$ cat src/rtl/is_uart_echo_buf.sv
// UART echo buffer: checks received frames and queues good bytes in a FIFO.
// The FIFO is drained into the TX FSM over a ready/request handshake.
// Sticky error flags and a saturating error counter are provided for debug.
module is_uart_echo_buf #(
  parameter int unsigned DEPTH = 16,
  parameter int unsigned CW    = $clog2(DEPTH) + 1
) (
  input  logic          clk_i,
  input  logic          rst_i,
  input  logic          rx_data_en_i,
  input  logic [9:0]    rx_data_t_i,
  input  logic          echo_en_i,
  input  logic          err_clr_i,
  input  logic          tx_rdy_r_i,
  output logic          tx_rdy_t_o,
  output logic [7:0]    tx_data_r_o,
  output logic [CW-1:0] fifo_cnt_o,
  output logic          fifo_full_o,
  output logic          fifo_empty_o,
  output logic          frame_err_o,
  output logic          ovf_o,
  output logic [7:0]    err_cnt_o
);

  localparam int unsigned AW = $clog2(DEPTH);

  typedef enum logic [1:0] {StIdle, StOffer, StGap} state_e;

  state_e          state_q, state_d;
  logic [AW-1:0]   wr_ptr_q, rd_ptr_q;
  logic [CW-1:0]   cnt_q, cnt_d;
  logic [7:0]      tx_data_q;
  logic            frame_err_q, frame_err_d;
  logic            ovf_q, ovf_d;
  logic [7:0]      err_cnt_q, err_cnt_d;
  logic [7:0]      mem [DEPTH];

  logic frame_good, bad_frame, push_req, push, pop, drop, empty, full;

  assign empty      = (cnt_q == '0);
  assign full       = (cnt_q == CW'(DEPTH));
  assign frame_good = ~rx_data_t_i[0] & rx_data_t_i[9];
  assign bad_frame  = rx_data_en_i & ~frame_good;
  assign push_req   = rx_data_en_i & frame_good;
  assign pop        = (state_q == StIdle) & echo_en_i & ~empty;
  // A full FIFO still accepts a byte when the head is popped in the same cycle.
  assign push       = push_req & (~full | pop);
  assign drop       = push_req & ~push;

  // TX handshake next-state: IDLE pops, OFFER holds until accepted, GAP drops the request.
  always_comb begin
    state_d = state_q;
    unique case (state_q)
      StIdle:  if (pop) state_d = StOffer;
      StOffer: if (tx_rdy_r_i) state_d = StGap;
      StGap:   state_d = StIdle;
      default: state_d = StIdle;
    endcase
  end

  // Occupancy and error bookkeeping next-state.
  always_comb begin
    cnt_d = cnt_q;
    unique case ({push, pop})
      2'b10:   cnt_d = cnt_q + 1'b1;
      2'b01:   cnt_d = cnt_q - 1'b1;
      default: cnt_d = cnt_q;
    endcase

    frame_err_d = frame_err_q;
    ovf_d       = ovf_q;
    err_cnt_d   = err_cnt_q;
    // Clear wins over a coincident error event.
    if (err_clr_i) begin
      frame_err_d = 1'b0;
      ovf_d       = 1'b0;
      err_cnt_d   = 8'h00;
    end else begin
      if (bad_frame) frame_err_d = 1'b1;
      if (drop)      ovf_d       = 1'b1;
      if ((bad_frame | drop) && (err_cnt_q != 8'hFF)) err_cnt_d = err_cnt_q + 8'h01;
    end
  end

  // Control state, pointers, output byte and status registers.
  always_ff @(posedge clk_i) begin
    if (rst_i) begin
      state_q     <= StIdle;
      wr_ptr_q    <= '0;
      rd_ptr_q    <= '0;
      cnt_q       <= '0;
      tx_data_q   <= 8'h00;
      frame_err_q <= 1'b0;
      ovf_q       <= 1'b0;
      err_cnt_q   <= 8'h00;
    end else begin
      state_q     <= state_d;
      cnt_q       <= cnt_d;
      frame_err_q <= frame_err_d;
      ovf_q       <= ovf_d;
      err_cnt_q   <= err_cnt_d;
      if (push) wr_ptr_q <= wr_ptr_q + 1'b1;
      if (pop) begin
        rd_ptr_q  <= rd_ptr_q + 1'b1;
        tx_data_q <= mem[rd_ptr_q];
      end
    end
  end

  // FIFO storage; contents need no reset.
  always_ff @(posedge clk_i) begin
    if (push) mem[wr_ptr_q] <= rx_data_t_i[8:1];
  end

  assign tx_rdy_t_o   = (state_q == StOffer);
  assign tx_data_r_o  = tx_data_q;
  assign fifo_cnt_o   = cnt_q;
  assign fifo_full_o  = full;
  assign fifo_empty_o = empty;
  assign frame_err_o  = frame_err_q;
  assign ovf_o        = ovf_q;
  assign err_cnt_o    = err_cnt_q;

endmodule

$ cat config.mk
export PLATFORM = sky130hd
export DESIGN_NAME = is_uart_echo_buf
export DESIGN_NICKNAME = d
export VERILOG_FILES = /design/src/rtl/is_uart_echo_buf.sv
export SDC_FILE = /design/constraint.sdc
export NUM_CORES = 1
export LEC_CHECK = 0
export CAP_MARGIN = 20
export CORE_UTILIZATION = 63
export CTS_BUF_LIST = sky130_fd_sc_hd__clkbuf_8
export DETAILED_ROUTE_END_ITERATION = 16
export PLACE_DENSITY_LB_ADDON = 0.05
export SETUP_SLACK_MARGIN = 0.3
export SLEW_MARGIN = 0
export SYNTH_ARGS = -nofsm -noshare
export SYNTH_HDL_FRONTEND = slang
export SYNTH_SLANG_ARGS = --single-unit
$ cat constraint.sdc
create_clock -name clk_i -period 8.35 [get_ports clk_i]
set_clock_uncertainty 0.2 [all_clocks]
set_input_delay 1.2525 -clock clk_i [delete_from_list [all_inputs] [get_ports clk_i]]
set_output_delay 1.2525 -clock clk_i [all_outputs]
set_load 0.01 [all_outputs]
==> flow_summary_export.csv <==
group,metric,value,unit
run_status,status,"finished, final reports clean",
worst_setup_path,worst-setup-path-type,"in -> reg",
worst_setup_path,path_max_fanout,11,
synth,synth_cell_types,54,
timing,final.setup.worst_slack,3.81,ns
synth,ys.flop_type,"edfxtp_1",
synth,synth_common_cells,"edfxtp_1, mux2i_1, nor2_1",
global_routing,grt_pass1_vias,3962,
die,die_w,105,um
final_layout,drive_gt1_share,13.7,%
synth,synth_fp_nets,473,
cts,post_cts.repair.setup_buffers,0,
power,ir_worst_vdd,164,uV
synth,synth_area,6690,um^2
power,clkPwrFrac,31.6,%
timing,maxSlewViolCount,0,
worst_setup_path,crit_family,"compound AO/OA/AOI/OAI gates",
worst_setup_path,slowest_delay,0.61,ns
synth,synth_edf_count,128,
route,drc,0,
synth,synth.area.top_cells,"edfxtp_1, dfxtp_1, mux2i_1",
worst_setup_path,crit_buf_inv,1,
worst_setup_path,cp-start-kind,"input pin",
die,core-area,10300,um^2
synth,yosysTopAreaCell,"edfxtp_1",
cts,cts-resized-gates,0,
power,pwr-share-seq,48.6,%
timing,fin_crit,4.54,ns
global_routing,grt_usage,27.2,%
min_path,hold_depth,2,
cts,htree_num_levels,4,
timing,fin_crit_sh,54.4,%
final_layout,final_core_util,74.0,%
worst_setup_path,r2r_slack,4.72,ns
cts,numCtsBuffers,17,
timing,finalHoldViolCount,0,
route,dr.pass1.iters,5,
cts,clockBufferDepth,2,
synth,ys_seq_elements,161,
global_routing,antenna_found_initial,0,
final_layout,layout.nets,516,
worst_setup_path,path_cells,"clkdlybuf4s50_1 > or3b_1 > a21oi_1 > nand2_1 > fa_1 > nand2b_1 > a21oi_1 > mux2_2 > a221oi_1",
cts,clock-sinks,161,
cts,clock-root-buffer,"clkbuf_8",
worst_setup_path,r2r_end,"fifo_cnt_o[4]",
worst_setup_path,crit_end,"fifo_cnt_o[4]",
place,io_buffers,41,
power,p_per_area,251,nW/um^2
global_routing,grt_max_degree,51,
worst_setup_path,cp.required,8.48,ns
worst_setup_path,reg2regPathDepth,8,
min_path,hp-class,"reg -> reg",
timing,setup_violations,0,
route,drt-total-wl,13.9,mm
route,antenna_left,0,
die,die_h,105,um
place,dpl.hpwl,8.78,mm
synth,ys_async_sr_fraction,0,%
worst_setup_path,crit_path_start,"echo_en_i",
route,wl_per_cell,21.7,um
cts,cts_hold_buf,0,
place,dpl_worst_slack,3.41,ns
timing,rsz0062_at_grt,"false",
timing,finalSetupTns,0,ns
job,cap_violations,0,
power,p_switching,0.000520,W
power,pwr-share-comb,19.7,%
final_layout,n_antenna_cell,0,
synth,synth_seq_area_share,67.3,%
power,leakagePower,2.42,nW
die,ios,42,
worst_setup_path,crit_arrival,4.67,ns
cts,path_clk_slew,0.08,ns
worst_setup_path,cp-end-kind,"register",
place,place_congestion,0.918,
die,rows,37,
power,p_int,0.00140,W
power,total_power,0.00192,W
cts,cts_tree,"yes",
die,fp.dieArea,11000,um^2
cts,clock_latency,0.45,ns
worst_setup_path,r2r_start,"state_q[1]",
synth,avgSynthCellArea,15.0,um^2
worst_setup_path,cp.depth,9,
final_layout,area_growth,14.2,%
timing,fmaxAchievable,220,MHz
global_routing,grt.overflow.total,0,
route,vias,4044,
power,switching_share,27.1,%
route,vias_per_cell,6.33,
synth,synthMostInstantiatedCell,"edfxtp_1",
worst_setup_path,slowest_stage,"a21oi_1",
route,detailedRoute.firstIterationViolations,373,
worst_setup_path,critPathMostFrequentCell,"a21oi_1",
synth,yosysWarnings,0,
timing,relSlewSlack,39.2,%
timing,worst_pin_slew,0.909,ns
global_routing,grt_pass1_wl,21.5,mm
synth,netlist.area_leader.share,57.5,%
synth,synthCells,447,
die,start_util,64.8,%
-- power by group through the flow --
stage / clock network, W / registers, W / logic (W)
6_report: 0.000607 / 0.000934 / 0.000378
4_1_cts: 0.000611 / 0.000934 / 0.000379
3_5_place_dp: 0 / 0.000952 / 0.000376
5_1_grt: 0.000640 / 0.000938 / 0.000403
2_1_floorplan: 0 / 0.000950 / 0.000236
3_3_place_gp: 0 / 0.000951 / 0.000369
-- registers in the layout (all words and copies together) (netlist names) --
register     flops
fifo_cnt_o       5
state_q          2
err_cnt_o        8
frame_err_o      1
wr_ptr_q         4
ovf_o            1
mem            128
rd_ptr_q         4
tx_data_r_o      8
-- stage by stage --
| step | cell area, um^2 | std cells | hold WS (ns) |
|---|---|---|---|
| 4_1_cts | 7630 | 638 | 0.277 |
| 6_report | 7640 | 639 | 0.273 |
| 5_1_grt | 7640 | 639 | 0.328 |
| 3_3_place_gp | 7190 | 604 | 0.252 |
| 3_5_place_dp | 7210 | 606 | 0.257 |
| 2_1_floorplan | 6690 | 447 | 0.304 |
-- cell families (layout without fill, tap and decap cells) --
logic type,Yosys count,after routing,share of synthesized area (%)
mux,59,59,11.9
compound gates,70,70,7.46
buf+inv,31,87,1.95
xor+xnor,7,7,0.917
fa+ha+maj,10,10,1.98
simple gates,109,109,8.46
flops,161,161,67.3
-- layer usage --
layer | GRT usage (%) | vias up | share of wire, %
met5 | 0 | - | 0
met4 | 11.6 | 0 | 1.9
met2 | 43.7 | 207 | 50
li1 | - | 1820 | -
met1 | 35.8 | 1990 | 41
met3 | 6.49 | 27 | 7.2
-- how the worst min path moves through the flow --
| stage | to | slack, ns | start |
|---|---|---|---|
| 6_report | ovf_o | 0.27 | ovf_o |
| 5_1_grt | ovf_o | 0.33 | ovf_o |
| 4_1_cts | ovf_o | 0.28 | ovf_o |
| 3_5_place_dp | ovf_o | 0.26 | ovf_o |
| 3_3_place_gp | frame_err_o | 0.25 | frame_err_o |
| 2_1_floorplan | frame_err_o | 0.30 | frame_err_o |
-- worst register-to-register path, stage by stage, from the launching register on --
cell	delay [ns]
dfxtp_1	0.34
or3b_1	0.53
a21oi_1	0.61
nand2_1	0.20
fa_1	0.44
nand2b_1	0.19
a21oi_1	0.35
mux2_2	0.38
a221oi_1	0.29
-- area by class of cell --
class | instances | area, um^2
multi-input cells | 255 | 2050
flip-flops and latches | 161 | 4510
repair buffers | 47 | 453
inverters | 8 | 30.0
clock buffers | 17 | 234
well taps | 136 | 170
fillers | 615 | 2680
clock inverters | 15 | 193
-- layout by cell type, fill, tap and decap left out, types with 3 or more instances in the layout --
cell type / n
edfxtp_1: 128
clkdlybuf4s50_1: 41
mux2i_1: 39
nor2_1: 38
dfxtp_1: 32
a21oi_1: 17
clkbuf_8: 17
mux4_2: 16
o22ai_1: 16
nor3_1: 14
nand2_1: 13
ha_1: 9
inv_1: 8
nand3_1: 8
a22oi_1: 8
o21ai_0: 8
nand4_1: 7
nand2b_1: 6
xnor2_1: 5
clkinvlp_4: 5
a31oi_1: 4
mux2_2: 4
or3_1: 4
bufinv_16: 4
buf_4: 4
nand3b_1: 3
and3_1: 3
(Power assumes the default switching activity.)
